==> config.mk <==
export PLATFORM = sky130hd
export DESIGN_NAME = vlc_tx_arbiter
export DESIGN_NICKNAME = d
export VERILOG_FILES = /design/src/rtl/vlc_tx_arbiter.sv
export SDC_FILE = /design/constraint.sdc
export NUM_CORES = 1
export LEC_CHECK = 0
export CAP_MARGIN = 20
export CORE_ASPECT_RATIO = 1.25
export CORE_MARGIN = 8
export CORE_UTILIZATION = 40
export CTS_CLUSTER_DIAMETER = 60
export DETAILED_ROUTE_END_ITERATION = 7
export GPL_TIMING_DRIVEN = 0
export PLACE_DENSITY = 0.77
export SLEW_MARGIN = 25
export SYNTH_ARGS = -nofsm -noshare
export SYNTH_HDL_FRONTEND = slang
export SYNTH_SLANG_ARGS = --single-unit
==> constraint.sdc <==
create_clock -name clk -period 2.4 [get_ports clk]
set_input_delay 0.72 -clock clk [delete_from_list [all_inputs] [get_ports clk]]
set_output_delay 0.72 -clock clk [all_outputs]
set_load 0.05 [all_outputs]
==> src/rtl/vlc_tx_arbiter.sv <==
// ---------------------------------------------------------------------------
// vlc_tx_arbiter
//
// Shares one byte-wide UART transmitter between NUM_REQ frame sources. A
// source is granted for a whole frame, round-robin. It keeps the transmitter
// until it presents a byte marked last, or until MAX_FRAME bytes have gone
// out. Each byte is handed to the UART with a one-cycle tx_start strobe. The
// arbiter then waits for tx_busy to rise and fall before it offers the next
// byte.
//
// Optional build macro: VLC_TX_ARB_WDOG_EN
//   Defined   : a watchdog counts cycles spent waiting on the UART handshake.
//               At WDOG_CYCLES-1 it pulses err_timeout and releases the grant.
//   Undefined : no watchdog logic; err_timeout is tied low and the handshake
//               waits indefinitely.
//
// Ports
//   clk          in   system clock
//   rst          in   synchronous active-high reset
//   req          in   [NUM_REQ]         per-source byte-ready request
//   req_data     in   [NUM_REQ*DATA_W]  source i byte at [i*DATA_W +: DATA_W]
//   req_last     in   [NUM_REQ]         presented byte ends its frame
//   req_ack      out  [NUM_REQ]         one-cycle pulse, byte consumed
//   grant        out  [NUM_REQ]         one-hot current owner, zero when idle
//   tx_data      out  [DATA_W]          byte to the UART transmitter
//   tx_start     out                    one-cycle start strobe to the UART
//   tx_busy      in                     UART busy flag
//   frame_done   out                    one-cycle pulse when a grant ends
//   err_timeout  out                    one-cycle watchdog error pulse
//
// All outputs are driven straight from flops.
// ---------------------------------------------------------------------------
module vlc_tx_arbiter #(
  parameter int NUM_REQ     = 4,
  parameter int DATA_W      = 8,
  parameter int MAX_FRAME   = 16,
  parameter int WDOG_CYCLES = 1024
) (
  input  logic                      clk,
  input  logic                      rst,
  input  logic [NUM_REQ-1:0]        req,
  input  logic [NUM_REQ*DATA_W-1:0] req_data,
  input  logic [NUM_REQ-1:0]        req_last,
  output logic [NUM_REQ-1:0]        req_ack,
  output logic [NUM_REQ-1:0]        grant,
  output logic [DATA_W-1:0]         tx_data,
  output logic                      tx_start,
  input  logic                      tx_busy,
  output logic                      frame_done,
  output logic                      err_timeout
);

  localparam int                 IDX_W    = (NUM_REQ > 1) ? $clog2(NUM_REQ) : 1;
  localparam logic [7:0]         MAX_CNT  = 8'(MAX_FRAME);
  localparam logic [IDX_W-1:0]   LAST_IDX = IDX_W'(NUM_REQ - 1);

  // Elaboration-time guard on the supported parameter ranges.
  if ((NUM_REQ < 2) || (NUM_REQ > 8) || (MAX_FRAME < 1) || (MAX_FRAME > 255) ||
      (WDOG_CYCLES < 2)) begin : g_bad_params
    $error("vlc_tx_arbiter: parameter out of supported range");
  end

  typedef enum logic [1:0] {
    IDLE      = 2'd0,
    SEND      = 2'd1,
    WAIT_ACC  = 2'd2,
    WAIT_DONE = 2'd3
  } state_t;

  // -------------------------------------------------------------------------
  // Helper functions
  // -------------------------------------------------------------------------

  // (base + offs) mod NUM_REQ. offs is always below NUM_REQ, so one
  // conditional subtraction is enough.
  function automatic logic [IDX_W-1:0] wrap_idx(input logic [IDX_W-1:0] base,
                                                input int               offs);
    int sum;
    sum = int'(base) + offs;
    if (sum >= NUM_REQ) sum = sum - NUM_REQ;
    return IDX_W'(sum);
  endfunction

  // Index of the source that follows idx in round-robin order.
  function automatic logic [IDX_W-1:0] next_idx(input logic [IDX_W-1:0] idx);
    return (idx == LAST_IDX) ? '0 : idx + IDX_W'(1);
  endfunction

  function automatic logic [NUM_REQ-1:0] to_onehot(input logic [IDX_W-1:0] idx);
    logic [NUM_REQ-1:0] oh;
    oh      = '0;
    oh[idx] = 1'b1;
    return oh;
  endfunction

  // Byte counter increments but holds at all-ones, so it never wraps.
  function automatic logic [7:0] sat_inc8(input logic [7:0] v);
    return (v == 8'hFF) ? v : v + 8'd1;
  endfunction

  // -------------------------------------------------------------------------
  // State and output registers
  // -------------------------------------------------------------------------
  state_t              state_q,      state_d;
  logic [IDX_W-1:0]    sel_q,        sel_d;
  logic [IDX_W-1:0]    rr_ptr_q,     rr_ptr_d;
  logic [7:0]          byte_cnt_q,   byte_cnt_d;
  logic                last_q,       last_d;
  logic [NUM_REQ-1:0]  grant_q,      grant_d;
  logic [NUM_REQ-1:0]  req_ack_q,    req_ack_d;
  logic [DATA_W-1:0]   tx_data_q,    tx_data_d;
  logic                tx_start_q,   tx_start_d;
  logic                frame_done_q, frame_done_d;

  logic                do_release;
  logic                pick_found;
  logic [IDX_W-1:0]    pick_idx;
  logic [DATA_W-1:0]   src_byte [NUM_REQ];

  for (genvar gi = 0; gi < NUM_REQ; gi++) begin : g_unpack
    assign src_byte[gi] = req_data[gi*DATA_W +: DATA_W];
  end

  // Round-robin pick: the first requester at or after rr_ptr, with
  // wrap-around. rr_ptr always points one past the last released owner.
  always_comb begin
    pick_found = 1'b0;
    pick_idx   = rr_ptr_q;
    for (int k = 0; k < NUM_REQ; k++) begin
      if (!pick_found && req[wrap_idx(rr_ptr_q, k)]) begin
        pick_found = 1'b1;
        pick_idx   = wrap_idx(rr_ptr_q, k);
      end
    end
  end

`ifdef VLC_TX_ARB_WDOG_EN
  localparam int              WDOG_W     = $clog2(WDOG_CYCLES);
  localparam logic [WDOG_W-1:0] WDOG_LIMIT = WDOG_W'(WDOG_CYCLES - 1);

  logic [WDOG_W-1:0] wdog_q, wdog_d;
  logic              err_timeout_q, err_timeout_d;
`endif

  // -------------------------------------------------------------------------
  // Next-state and output logic
  // -------------------------------------------------------------------------
  always_comb begin
    state_d      = state_q;
    sel_d        = sel_q;
    rr_ptr_d     = rr_ptr_q;
    byte_cnt_d   = byte_cnt_q;
    last_d       = last_q;
    grant_d      = grant_q;
    tx_data_d    = tx_data_q;
    req_ack_d    = '0;
    tx_start_d   = 1'b0;
    frame_done_d = 1'b0;
    do_release   = 1'b0;
`ifdef VLC_TX_ARB_WDOG_EN
    wdog_d        = '0;
    err_timeout_d = 1'b0;
`endif

    case (state_q)
      IDLE: begin
        if (pick_found) begin
          sel_d      = pick_idx;
          grant_d    = to_onehot(pick_idx);
          byte_cnt_d = '0;
          state_d    = SEND;
        end
      end

      SEND: begin
        // An owner that withdrew its request gives up the grant without
        // sending. Otherwise the byte goes out once the UART is free.
        if (!req[sel_q]) begin
          do_release = 1'b1;
        end else if (!tx_busy) begin
          tx_start_d = 1'b1;
          tx_data_d  = src_byte[sel_q];
          req_ack_d  = to_onehot(sel_q);
          last_d     = req_last[sel_q];
          byte_cnt_d = sat_inc8(byte_cnt_q);
          state_d    = WAIT_ACC;
        end
      end

      WAIT_ACC: begin
        if (tx_busy) state_d = WAIT_DONE;
      end

      WAIT_DONE: begin
        if (!tx_busy) begin
          if (last_q || (byte_cnt_q == MAX_CNT)) begin
            do_release = 1'b1;
          end else if (req[sel_q]) begin
            state_d = SEND;
          end else begin
            do_release = 1'b1;
          end
        end
      end

      default: state_d = IDLE;
    endcase

`ifdef VLC_TX_ARB_WDOG_EN
    // The counter runs only while the arbiter waits on the UART. Any state
    // change restarts it from zero. Expiry takes priority over the normal
    // handshake outcome.
    if ((state_q == WAIT_ACC) || (state_q == WAIT_DONE)) begin
      if (wdog_q == WDOG_LIMIT) begin
        err_timeout_d = 1'b1;
        do_release    = 1'b1;
      end else if (state_d == state_q) begin
        wdog_d = wdog_q + WDOG_W'(1);
      end
    end
`endif

    // Normal end of frame, abort, and watchdog expiry all release the same
    // way.
    if (do_release) begin
      grant_d      = '0;
      frame_done_d = 1'b1;
      rr_ptr_d     = next_idx(sel_q);
      state_d      = IDLE;
    end
  end

  // -------------------------------------------------------------------------
  // Registers
  // -------------------------------------------------------------------------
  always_ff @(posedge clk) begin
    if (rst) begin
      state_q      <= IDLE;
      sel_q        <= '0;
      rr_ptr_q     <= '0;
      byte_cnt_q   <= '0;
      last_q       <= 1'b0;
      grant_q      <= '0;
      req_ack_q    <= '0;
      tx_data_q    <= '0;
      tx_start_q   <= 1'b0;
      frame_done_q <= 1'b0;
    end else begin
      state_q      <= state_d;
      sel_q        <= sel_d;
      rr_ptr_q     <= rr_ptr_d;
      byte_cnt_q   <= byte_cnt_d;
      last_q       <= last_d;
      grant_q      <= grant_d;
      req_ack_q    <= req_ack_d;
      tx_data_q    <= tx_data_d;
      tx_start_q   <= tx_start_d;
      frame_done_q <= frame_done_d;
    end
  end

`ifdef VLC_TX_ARB_WDOG_EN
  always_ff @(posedge clk) begin
    if (rst) begin
      wdog_q        <= '0;
      err_timeout_q <= 1'b0;
    end else begin
      wdog_q        <= wdog_d;
      err_timeout_q <= err_timeout_d;
    end
  end

  assign err_timeout = err_timeout_q;
`else
  assign err_timeout = 1'b0;
`endif

  assign grant      = grant_q;
  assign req_ack    = req_ack_q;
  assign tx_data    = tx_data_q;
  assign tx_start   = tx_start_q;
  assign frame_done = frame_done_q;

endmodule

==> impl_metrics.tcl <==
set metrics [dict create \
    crit_fanout 4 \
    seq_area_frac_synth_pct 35.32 \
    cts_root_buf "clkbuf_8" \
    synth_edf_count 0 \
    power.density_mw_per_mm2 826.0 \
    cp.required_ns 2.58 \
    wl_mm 5.007 \
    syn_area_per_cell_um2 9.080 \
    rr_startpoint "byte_cnt_q[0]" \
    netlist.top_cell.by_area "dfxtp_1" \
    start_util_pct 40.45 \
    p_leak_uw 0.0009930 \
    area_growth_pct 43.68 \
    n_antenna_cell 0 \
    critical_path.cell_chain "clkdlybuf4s50_1, inv_1, a221o_1, a211oi_2, mux2i_1, nor2_1" \
    final_common_cell "clkdlybuf4s50_1" \
    dp_hpwl_mm 3.983 \
    routed_via_density 5.156 \
    ys_warn_count 0 \
    nets 327 \
    ys_seq_elements 33 \
    r2r_end "byte_cnt_q[6]" \
    finalMaxSlewViolations 0 \
    rsz0062_at_grt "no" \
    end_kind "flip-flop" \
    synth_area_mm2 0.001871 \
    vias 1722 \
    fp.dieH_um 92.46 \
    fin_setup_tns_ns 0 \
    postSynthCellCount 206 \
    worst_pin_slew_ns 0.7814 \
    skew_ns 0.006778 \
    antenna_found_initial 0 \
    hold_violations 0 \
    start_kind "input port" \
    rows 28 \
    die-area_mm2 0.007134 \
    gp_congestion 0.8183 \
    dpl_cell_area_mm2 0.002546 \
    register_area_um2 660.6 \
    ys_top_cells_by_area "dfxtp_1 35%, mux4_2 11%, a21oi_1 7.5%" \
    synth_cell_types 41 \
    ios 62 \
    ir_drop_uv 518.2 \
    final_cell_mix "56 x clkdlybuf4s50_1, 33 x dfxtp_1, 31 x nand2_1, 28 x a21oi_1, 13 x inv_1" \
    dr.pass1.iters 4 \
    dieWidth_um 77.17 \
    cap_violations 0 \
    cp_slowest_cell "clkdlybuf4s50_1" \
    drc 0 \
    critPathKind "in -> reg" \
    clock.fmax_ghz 0.4501 \
    cts.sinks 33 \
    setup_viol 0 \
    fillers 422 \
    first_iter_violations 200 \
    relSlewSlack_pct 47.22 \
    grt_usage_pct 14.28 \
    syn-num-nets 260 \
    synth_top_cell_area_share_pct 35.32 \
    cts_setup_buffers 0 \
    critPathArrivalTime_ns 2.40 \
    drive_gt1_share_pct 11.31 \
    design_area_mm2 0.002688 \
    grt_pass1_wl_mm 8.266 \
    hold_buffers 0 \
    hold_end "grant[3]" \
    async_reset_ff_share_pct 0 \
    clk_path_buf_depth 2 \
    r2r_slack_ns 0.32 \
    hold_depth 2 \
    status "finished, final reports clean" \
    cpPeakStageDelay_ns 0.58 \
    grt_max_degree 13 \
    grt_pass1_vias 1814 \
    path_clk_slew_ns 0.07 \
    port_buffers 60 \
    core_area_mm2 0.004624 \
    insertion_delay_ns 0.29 \
    htree_levels 2 \
    cts_tree "built" \
    min_period_ns 2.222 \
    detail-route-antenna-nets 0 \
    post_drt_wl_per_cell_um 14.99 \
    min_path_type "reg -> reg" \
    overflow 0 \
    period_share_pct 92.58 \
    min-delay-start "grant[3]" \
    reg2regPathDepth 7 \
    multi_input_area_mm2 0.001135 \
    ys.flop_type "dfxtp_1" \
    numCtsBuffers 5 \
]
==> where the power goes <==
group,switching (µW),internal [µW]
Sequential,68.6,621
Clock,220,311
Combinational,590,410
Total,879,1340
==> metal layers <==
layer  global-route usage [%]  up-vias  wire, µm
met1                    14.32      811      1900
met3                    2.519       11       148
li1                         -      867         -
met4                    8.675        0       150
met5                        0        -         0
met2                    26.67       33      2808
==> per-stage QoR <==
stage                     setup WS [ns]  cells  hold WS, ns  total power, µW  utilization, %
after global placement          -0.4038    326       0.4412             1671           55.06
after CTS                       0.01062    334       0.4606             2226           57.68
after global routing             0.1178    334       0.4724             2361           58.12
after detailed placement        -0.4583    326       0.4480             1691           55.06
final                            0.1780    334       0.4575             2220           58.12
after floorplan                  0.3549    206       0.4363             1391               -
==> critical path, delay by kind of cell <==
family,cells,cell delay (ns)
muxes,1,0.22
AOI/OAI and AO/OA,2,0.69
and+or+nand+nor,1,0.05
buffers and inverters,2,0.72
==> how the worst max path moves through the flow <==
| stage | start | endpoint | cells past startpoint |
|---|---|---|---|
| floorplan | req[3] | rr_ptr_q[0] | 6 |
| global placement | req[0] | byte_cnt_q[6] | 7 |
| detailed placement | req[0] | byte_cnt_q[0] | 7 |
| CTS | req[0] | rr_ptr_q[0] | 7 |
| global route | tx_busy | state_q[1] | 6 |
| finish | tx_busy | state_q[1] | 6 |
==> final cells by class <==
type                       instances  area share, %
buffer                             8          1.723
clock buffer                       5          2.561
clock inverter                     3          1.723
inverter                          13          1.816
multi-input combinational        152          42.23
sequential                        33          24.58
tap                               60          2.793
timing repair buffer              60          22.58
==> flip-flops by register name, indices dropped and copies added (netlist names) <==
name / count
byte_cnt_q: 8
tx_data: 8
grant: 4
req_ack: 4
rr_ptr_q: 2
sel_q: 2
state_q: 2
frame_done: 1
last_q: 1
tx_start: 1
==> repair_timing <==
action	in CTS	in global routing
gates cloned	0	0
endpoints found under the setup margin	10	24
gates resized for setup	3	8
==> Yosys cell counts, types with 2 or more instances <==
cell      number
a21oi_1       28
and2_1         5
and3_1         3
clkbuf_1       5
dfxtp_1       33
ha_1          11
inv_1         13
mux2i_1        3
mux4_2         9
nand2_1       31
nand3_1        6
nand3b_1       2
nand4_1        2
nor2_1        11
nor2b_1        3
nor3_1         2
o21ai_0        8
or3_1          5
or4_1          3
or4b_1         2
==> logic make-up after synthesis <==
family	count (synthesis)	share of synthesized area, %
AOI/OAI and AO/OA	47	16.25
adders and majority gates	11	7.358
buffers and inverters	21	4.883
DFF	33	35.32
muxes	13	13.85
other	1	0.2005
and+or+nand+nor	80	22.14
(Power assumes the default switching activity.)
